File: config.mk
export PLATFORM = sky130hd
export DESIGN_NAME = dff_serial_tx
export DESIGN_NICKNAME = d
export VERILOG_FILES = /design/src/rtl/dff_serial_tx.sv
export SDC_FILE = /design/constraint.sdc
export NUM_CORES = 1
export LEC_CHECK = 0
export CAP_MARGIN = 40
export CORE_MARGIN = 2
export CORE_UTILIZATION = 43
export DETAILED_ROUTE_END_ITERATION = 16
export PLACE_DENSITY = 0.72
export SYNTH_ARGS = -nofsm -noshare
export SYNTH_HDL_FRONTEND = slang
export SYNTH_SLANG_ARGS = --single-unit
File: constraint.sdc
create_clock -name clk -period 1.3 [get_ports clk]
set_input_delay 0.13 -clock clk [delete_from_list [all_inputs] [get_ports clk]]
set_output_delay 0.13 -clock clk [all_outputs]
set_load 0.02 [all_outputs]
File: src/rtl/dff_serial_tx.sv
// Parallel-in, MSB-first serial transmitter with bit-rate tick,
// frame flag, completion pulse and a guaranteed idle gap.
//
// Ports:
//   clk        - clock, rising edge
//   syncResetN - synchronous active-low reset
//   dataIn     - parallel word (WIDTH bits)
//   loadValid  - dataIn holds a word to send
//   loadReady  - block accepts a word (IDLE only)
//   shiftEn    - bit-rate tick
//   serialOut  - registered serial line, idles high
//   frameOut   - registered, high while data bits are on the line
//   done       - registered one-cycle end-of-frame pulse
module dff_serial_tx #(
  parameter int WIDTH = 8
) (
  input  logic             clk,
  input  logic             syncResetN,
  input  logic [WIDTH-1:0] dataIn,
  input  logic             loadValid,
  output logic             loadReady,
  input  logic             shiftEn,
  output logic             serialOut,
  output logic             frameOut,
  output logic             done
);

  localparam int CW = $clog2(WIDTH);

  typedef enum logic [1:0] {
    IDLE  = 2'b00,
    SHIFT = 2'b01,
    GAP   = 2'b10
  } state_t;

  state_t           state_q, state_d;
  logic [WIDTH-1:0] shreg_q, shreg_d;
  logic [CW-1:0]    cnt_q, cnt_d;
  logic             so_q, so_d;
  logic             fr_q, fr_d;
  logic             done_q, done_d;

  always_ff @(posedge clk) begin
    if (!syncResetN) begin
      state_q <= IDLE;
      shreg_q <= '0;
      cnt_q   <= '0;
      so_q    <= 1'b1;
      fr_q    <= 1'b0;
      done_q  <= 1'b0;
    end else begin
      state_q <= state_d;
      shreg_q <= shreg_d;
      cnt_q   <= cnt_d;
      so_q    <= so_d;
      fr_q    <= fr_d;
      done_q  <= done_d;
    end
  end

  always_comb begin
    state_d = state_q;
    shreg_d = shreg_q;
    cnt_d   = cnt_q;
    so_d    = so_q;
    fr_d    = fr_q;
    done_d  = 1'b0;
    case (state_q)
      IDLE: begin
        so_d = 1'b1;
        fr_d = 1'b0;
        if (loadValid) begin
          // MSB goes on the line at once, tick or not
          state_d = SHIFT;
          shreg_d = dataIn;
          cnt_d   = CW'(WIDTH - 1);
          so_d    = dataIn[WIDTH-1];
          fr_d    = 1'b1;
        end
      end
      SHIFT: begin
        if (shiftEn) begin
          if (cnt_q != '0) begin
            shreg_d = {shreg_q[WIDTH-2:0], 1'b0};
            so_d    = shreg_q[WIDTH-2];
            cnt_d   = cnt_q - 1'b1;
          end else begin
            // LSB held until this tick; line returns to idle
            state_d = GAP;
            so_d    = 1'b1;
            fr_d    = 1'b0;
            done_d  = 1'b1;
          end
        end
      end
      GAP: begin
        so_d = 1'b1;
        fr_d = 1'b0;
        if (shiftEn) begin
          state_d = IDLE;
        end
      end
      default: begin
        state_d = IDLE;
        so_d    = 1'b1;
        fr_d    = 1'b0;
      end
    endcase
  end

  assign loadReady = (state_q == IDLE);
  assign serialOut = so_q;
  assign frameOut  = fr_q;
  assign done      = done_q;

endmodule

==> summary.md, run 1 <==
| Metric | Value |
|---|---|
| Outcome | `completed` |
| Starting Density | `around 47%` |
| Worst path required time | `approximately 1500 ps` |
| Hpwl dp | `1.17 mm` |
| Hold Crit Depth | `3` |
| Hold_sp | `dataIn[0]` |
| Die area | `approximately 2100 µm²` |
| CP arrival | `about 1500 ps` |
| Leading area contributor after synthesis | `dfxtp_1` |
| Root Buffer | `clkbuf_4` |
| Synth Instances | `slightly below 80` |
| Worst R2R End | `cnt_q[1]` |
| Max Clk Rate | `0.773 GHz` |
| Switch Pwr | `roughly 0.00035 W` |
| CTS sink cnt | `15` |
| Sw Ratio | `29.9%` |
| # diodes | `0` |
| Row cnt | `14` |
| R2R depth | `6` |
| Synth cell types | `26` |
| Max FO, Critical Path | `4` |
| # setup viols final | `0` |
| Final WL | `1.58 mm` |
| HP Class | `in2reg` |
| Worst Tran Pin Value | `a little under 500 ps` |
| Drt first-iter violations | `10` |
| Synth Register Bits | `15` |
| DR pass1 iterations | `4` |
| Vias per inst | `5.32` |
| Register share of total power | `46.1%` |
| Post-Syn Area per Cell | `approximately 9.5 µm²` |
| Die extent in x | `between 40 and 50 µm` |
| Core area | `roughly 1600 µm²` |
| Total Neg Setup Slack | `0 ps` |
| Via count | `between 600 and 700` |
| Setup crit end kind | `register` |
| Sequential element share of the synthesized area | `approximately two fifths` |
| Synth Area in Adders | `~3.4%` |
| Post-Syn Area | `around 740 µm²` |
| Synth top area cells | `dfxtp_1, a211oi_2, mux2i_1` |
| Vias in the first global route | `649` |
| Max cap viols | `0` |
| Share of layout cells above drive strength 1 | `34.3%` |
| CTS buffer count | `3` |
| Largest net degree at the start of global routing | `13` |
| Comb power frac | `31.8%` |
| Synthesis-to-finish area growth | `42.6%` |
| Final Hold Violating Endpoints | `0` |
| Avg WL per Cell | `roughly 13 µm` |
| Syn nets | `92` |
| Cell area after layout | `roughly 1100 µm²` |
| Yosys warnings | `0` |
| Internal power | `between 0.0008 and 0.0009 W` |
| Clock Tree Buf Depth | `2` |
| Final worst-path cycle share | `roughly 100%` |
| Worst Setup SP | `cnt_q[0]` |
| Slew margin rel. | `66.9%` |
| Routed Antenna Nets | `0` |
| H-tree lvl count | `1` |
| Synth Area in Compound Gates | `between 20% and 30%` |
| Total Nets Final | `about 120` |
| RSZ-0062 raised after global routing | `yes` |
| Multiplexer share of the synthesized area | `9.48%` |
| Worst reg2reg setup slack | `approximately 6.4 ps` |
| Initial antenna violation count | `0` |
| CTS tree | `yes` |
| Footprint of the multi-input gates | `between 400 and 500 µm²` |
| Dpl cell area | `990 µm²` |
| Largest family of logic cells by synthesized area | `compound AO/OA/AOI/OAI gates` |
| Hold endpoint | `shreg_q[0]` |
| Clock Skew | `between 1.5 and 2 ps` |
| Reg2reg start | `cnt_q[0]` |
| Global-route wire length before repair | `around 2.7 mm` |
| Final total power | `between 0.001 and 0.0015 W` |
| Share of flip-flops with an asynchronous set or reset | `0%` |
| Synth Area in XOR/XNOR | `0%` |
| Worst-skew pair later-pin latency | `roughly 270 ps` |
| Placed insts | `roughly 120` |
| DRC viols | `0` |
| Tmin final | `approximately 1300 ps` |
| Post-synth EDFFs | `0` |
| Total global routing track utilization | `between 10% and 20%` |
| Gpl congestion | `slightly below 0.8` |
| Reg clk slew, reported paths | `roughly 90 ps` |
| Crit path kind | `reg2reg` |
| Slew Viols, Final | `0` |
| Fillers | `142` |
| Critical path startpoint category | `register` |
| Die Ht | `~45 µm` |
| Post-Synth Simple-Gate Area | `14.9%` |
| IO Pins | `16` |
| # port buffers | `15` |
| Storage cell area | `303 µm²` |
| Post-synth top area share | `approximately two fifths` |
| Leakage Power | `between 0.4 and 0.5 nW` |
| Total gr overflow | `0` |
| Ys flop type | `dfxtp_1` |
| Final std cells w/o fill | `~120` |
| Clk network pwr share | `between 20% and 30%` |
| PwrDens | `1100 nW/µm²` |
| Peak supply drop | `around 890 µV` |
## layout by cell type, fill, tap and decap left out, types with 2 or more instances in the layout
cell             instances
buf_4                   14
dfxtp_1                 13
a21oi_1                 11
clkdlybuf4s50_1         11
nor2_1                   7
mux2i_1                  7
nand2_1                  6
a211oi_2                 6
inv_2                    3
clkbuf_4                 3
dlygate4sd2_1            3
nand2b_1                 2
a211oi_1                 2
dfxtp_2                  2
## Yosys cell counts (2+ instances only)
master and number:
inv_1 3, nor2_1 7, nand2b_1 2, ha_1 2, a21oi_1 12, nand2_1 6
dfxtp_1 15, a211oi_1 2, a211oi_2 6, mux2i_1 7
## metrics by stage
step                      setup WS, ps  hold slack, ps  util (%)
final                             6.43             416      67.7
after global placement            -151             444      63.5
after floorplan                  -27.2             206         -
after CTS                        -25.8             411      65.9
after detailed placement          -169             449      63.5
after global routing             -70.9             421      67.7
## worst max-delay path, cell delays in order (launching register included)
cell      delay [ps]
dfxtp_2          340
inv_2             50
ha_4             140
nor2b_4          140
o21ai_2          210
a21oi_1          110
a211oi_1         210
## logic make-up after synthesis
logic type / Yosys count
DFF: 15
and+or+nand+nor: 21
muxes: 7
adders and majority gates: 2
buffers and inverters: 8
AOI/OAI and AO/OA: 25
## power groups by stage
stage	Combinational [W]	Clock, W	Sequential, W
4_1_cts	0.000353	0.000265	0.000536
2_1_floorplan	0.000213	0	0.000546
3_3_place_gp	0.000338	0	0.000545
6_report	0.000370	0.000257	0.000537
3_5_place_dp	0.000344	0	0.000547
5_1_grt	0.000403	0.000289	0.000543
## how the worst max path moves through the flow
| stage | slack (ps) | to |
|---|---|---|
| floorplan | -30 | shreg_q[1] |
| global placement | -150 | shreg_q[1] |
| detailed placement | -170 | shreg_q[1] |
| CTS | -30 | cnt_q[0] |
| global route | -70 | cnt_q[1] |
| finish | 6 | cnt_q[1] |
## layer usage
metal / GRT usage, % / share of wire, % / routed length, µm
met5: 0 / 0 / 0
met4: 10.6 / 1.2 / 19
met3: 2.38 / 2.0 / 32
met2: 29.9 / 51 / 810
met1: 22.2 / 45 / 712
## sequential cells by signal, summed over array words and instances (netlist names)
register and flops:
frameOut 1, serialOut 1, shreg_q 7, done 1, cnt_q 3, state_q 2
## timing repair
item | in CTS | in global routing
setup endpoints to repair | 14 | 13
gates resized for setup | 4 | 7
gates cloned | 1 | 0
buffers inserted | 1 | 1
hold buffers | 0 | 0
pin swaps | 3 | 4
## cell type report
| type | count | area share [%] |
|---|---|---|
| Tap cell | 16 | 1.90 |
| Sequential cell | 15 | 28.7 |
| Multi-Input combinational cell | 56 | 42.1 |
| Inverter | 4 | 1.42 |
| Timing Repair Buffer | 29 | 23.4 |
| Clock buffer | 4 | 2.49 |
Note: power is estimated with default switching activity, not from simulation.
==> inputs of run 2 (changes only) <==
--- a/config.mk
+++ b/config.mk
@@ -7,9 +7,10 @@
 export LEC_CHECK = 0
 export CAP_MARGIN = 40
 export CORE_MARGIN = 2
-export CORE_UTILIZATION = 43
+export CORE_UTILIZATION = 46
+export CTS_BUF_LIST = sky130_fd_sc_hd__clkbuf_8
 export DETAILED_ROUTE_END_ITERATION = 16
-export PLACE_DENSITY = 0.72
+export PLACE_DENSITY = 0.76
 export SYNTH_ARGS = -nofsm -noshare
 export SYNTH_HDL_FRONTEND = slang
 export SYNTH_SLANG_ARGS = --single-unit
==> run 2 against run 1 <==
Net effect: total power increased by 10%; hold slack better by 38 ps; clock skew increased by 3.9 ps; non-clock buffer count unchanged; wire length is the same; register-to-register slack is essentially flat; count of clock-buffer cells in the layout down 1; critical path depth did not move; utilization is 4.0 points higher; sequential power about the same; setup slack got worse by 5.5 ps; combinational power hardly changed; critical endpoint is now shreg_q[2]; largest cell class unchanged; largest power group unchanged; highest routed layer unchanged.
==> summary.md, run 2 (synthesis results as in run 1) <==
| Metric | Value |
|---|---|
| Max Clk Rate | `0.770 GHz (-0.42%)` |
| Max cap viols | `0 (unchanged)` |
| Setup crit end kind | `register` |
| Tmin final | `1300 ps (+5.48 ps)` |
| Worst path required time | `1410 ps (-70 ps)` |
| Largest registers | `shreg_q: 7 flops, cnt_q: 3 flops, state_q: 2 flops` |
| Outcome | `completed` |
| Row cnt | `14 (unchanged)` |
| Most frequent cells in the layout | `buf_4, dfxtp_1, clkdlybuf4s50_1` |
| Leakage Power | `0.442 nW (+1.7%)` |
| Die area | `1940 µm² (-6.0%)` |
| Post-layout util | `71.7% (+4.0 points)` |
| Worst-skew pair later-pin latency | `250 ps (-20 ps)` |
| Vias in the first global route | `678 (+4.5%)` |
| # setup viols final | `0 (unchanged)` |
| Crit path kind | `reg2reg` |
| Routed Antenna Nets | `0 (unchanged)` |
| Drt first-iter violations | `4 (-6)` |
| # port buffers | `15 (unchanged)` |
| Via count | `673 (+2.0%)` |
| Core area | `1510 µm² (-3.4%)` |
| Total gr overflow | `0 (unchanged)` |
| RSZ-0062 raised after global routing | `yes` |
| Final WL | `1.58 mm (unchanged)` |
| Hpwl dp | `1.20 mm (+2.8%)` |
| Largest net degree at the start of global routing | `13 (unchanged)` |
| HP Class | `reg2reg` |
| Die Ht | `44.1 µm (-3.0%)` |
| Global-route wire length before repair | `2.75 mm (+3.1%)` |
| Slew margin rel. | `68.9% (+2.0 points)` |
| Starting Density | `49.1% (+1.7 points)` |
| Critical Path Slowest Stage Cell | `dfxtp_2` |
| CTS sink cnt | `15 (unchanged)` |
| PwrDens | `1190 nW/µm² (+7.7%)` |
| Place WS | `-182 ps (-12.9 ps)` |
| Slew Viols, Final | `0 (unchanged)` |
| Worst Tran Pin Value | `466 ps (-30.2 ps)` |
| Critical path startpoint category | `register` |
| # diodes | `0 (unchanged)` |
| CP cell instances | `inv_2 > ha_4 > nor2b_4 > o21ai_4 > and2_4 > a211oi_2` |
| Biggest register | `shreg_q` |
| Clock Skew | `5.42 ps (+3.91 ps)` |
| Share of layout cells above drive strength 1 | `37.0% (+2.8 points)` |
| Die extent in x | `44.1 µm (-3.0%)` |
| Gpl congestion | `0.781 (+1.5%)` |
| Max reg flops | `7 (unchanged)` |
| Total global routing track utilization | `19.6% (+1.5 points)` |
| Most common cell after layout, fill and taps aside | `buf_4` |
| Vias per inst | `5.43 (+2.0%)` |
| Total Neg Setup Slack | `0 ps (unchanged)` |
| Avg WL per Cell | `12.7 µm (unchanged)` |
| Post-route setup slack | `0.945 ps (-5.48 ps)` |
| Reg clk slew, reported paths | `60 ps (-30 ps)` |
| DRC viols | `0 (unchanged)` |
| CTS buffer count | `3 (unchanged)` |
| Peak supply drop | `840 µV (-6.0%)` |
| CP max stage delay | `330 ps (about the same)` |
| Max FO, Critical Path | `7 (+3)` |
| Root Buffer | `clkbuf_8` |
| Total Nets Final | `123 (unchanged)` |
| DR pass1 iterations | `4 (unchanged)` |
| IO Pins | `16 (unchanged)` |
| Final Hold Violating Endpoints | `0 (unchanged)` |
| Initial antenna violation count | `0 (unchanged)` |
| CTS tree | `yes` |
| H-tree lvl count | `1 (unchanged)` |
| Hold buffer count at CTS | `0 (unchanged)` |
| Clock Tree Buf Depth | `2 (unchanged)` |
| CP arrival | `1410 ps (-70 ps)` |
| Final worst-path cycle share | `99.9% (+0.42 points)` |
| Synthesis-to-finish area growth | `46.0%` |
[run 2: timing repair]
item,4_1_cts,5_1_grt
resized for setup,5,7
endpoints found under the setup margin,12,13
cloned,1,0
pin swaps,3,5
buffers inserted,1,1
[run 2: worst max-delay path: cells and delay by family (launching register included)]
| family | cells | cell delay (ps) |
|---|---|---|
| simple gates | 2 | 380 |
| flops | 1 | 330 |
| compound gates | 2 | 260 |
| fa+ha+maj | 1 | 150 |
| buf+inv | 1 | 50 |
[run 2: area by class of cell]
cell class	instances	area, µm²
multi-input combinational	56	448
fill	125	427
sequential	15	303
timing repair buffer	29	248
clock buffer	3	41.3
tap	16	20.0
inverter	4	15.0
clock inverter	1	5.00
[run 2: per-layer routing]
metal	up-vias	part of all wire (%)	track usage (%)
met5	-	0	0
met4	0	1.3	9.70
met3	4	4.3	4.49
met2	16	50	32.6
met1	314	44	23.8
li1	339	-	-
[run 2: report_power, final]
group	switching (W)	internal, W
Combinational	0.000179	0.000193
Clock	0.000163	0.000212
Sequential	0.0000299	0.000508
Total	0.000372	0.000912
[run 2: final timing paths]
kind | to | cells after the start | start | slack, ps
worst max-delay path | shreg_q[2] | 6 | cnt_q[1] | 0.9
worst min register to register | frameOut | 2 | frameOut | 450
worst max register to register | shreg_q[2] | 6 | cnt_q[1] | 0.9
worst min-delay path | frameOut | 2 | frameOut | 450
[run 2: metrics by stage]
stage / std cells / instance area (µm²) / hold WS [ps] / total power, W
3_3_place_gp: 117 / 990 / 446 / 0.000882
3_5_place_dp: 117 / 990 / 449 / 0.000893
5_1_grt: 124 / 1080 / 478 / 0.00135
6_report: 124 / 1080 / 455 / 0.00128
4_1_cts: 123 / 1060 / 456 / 0.00128
2_1_floorplan: 78 / 754 / 206 / 0.000759
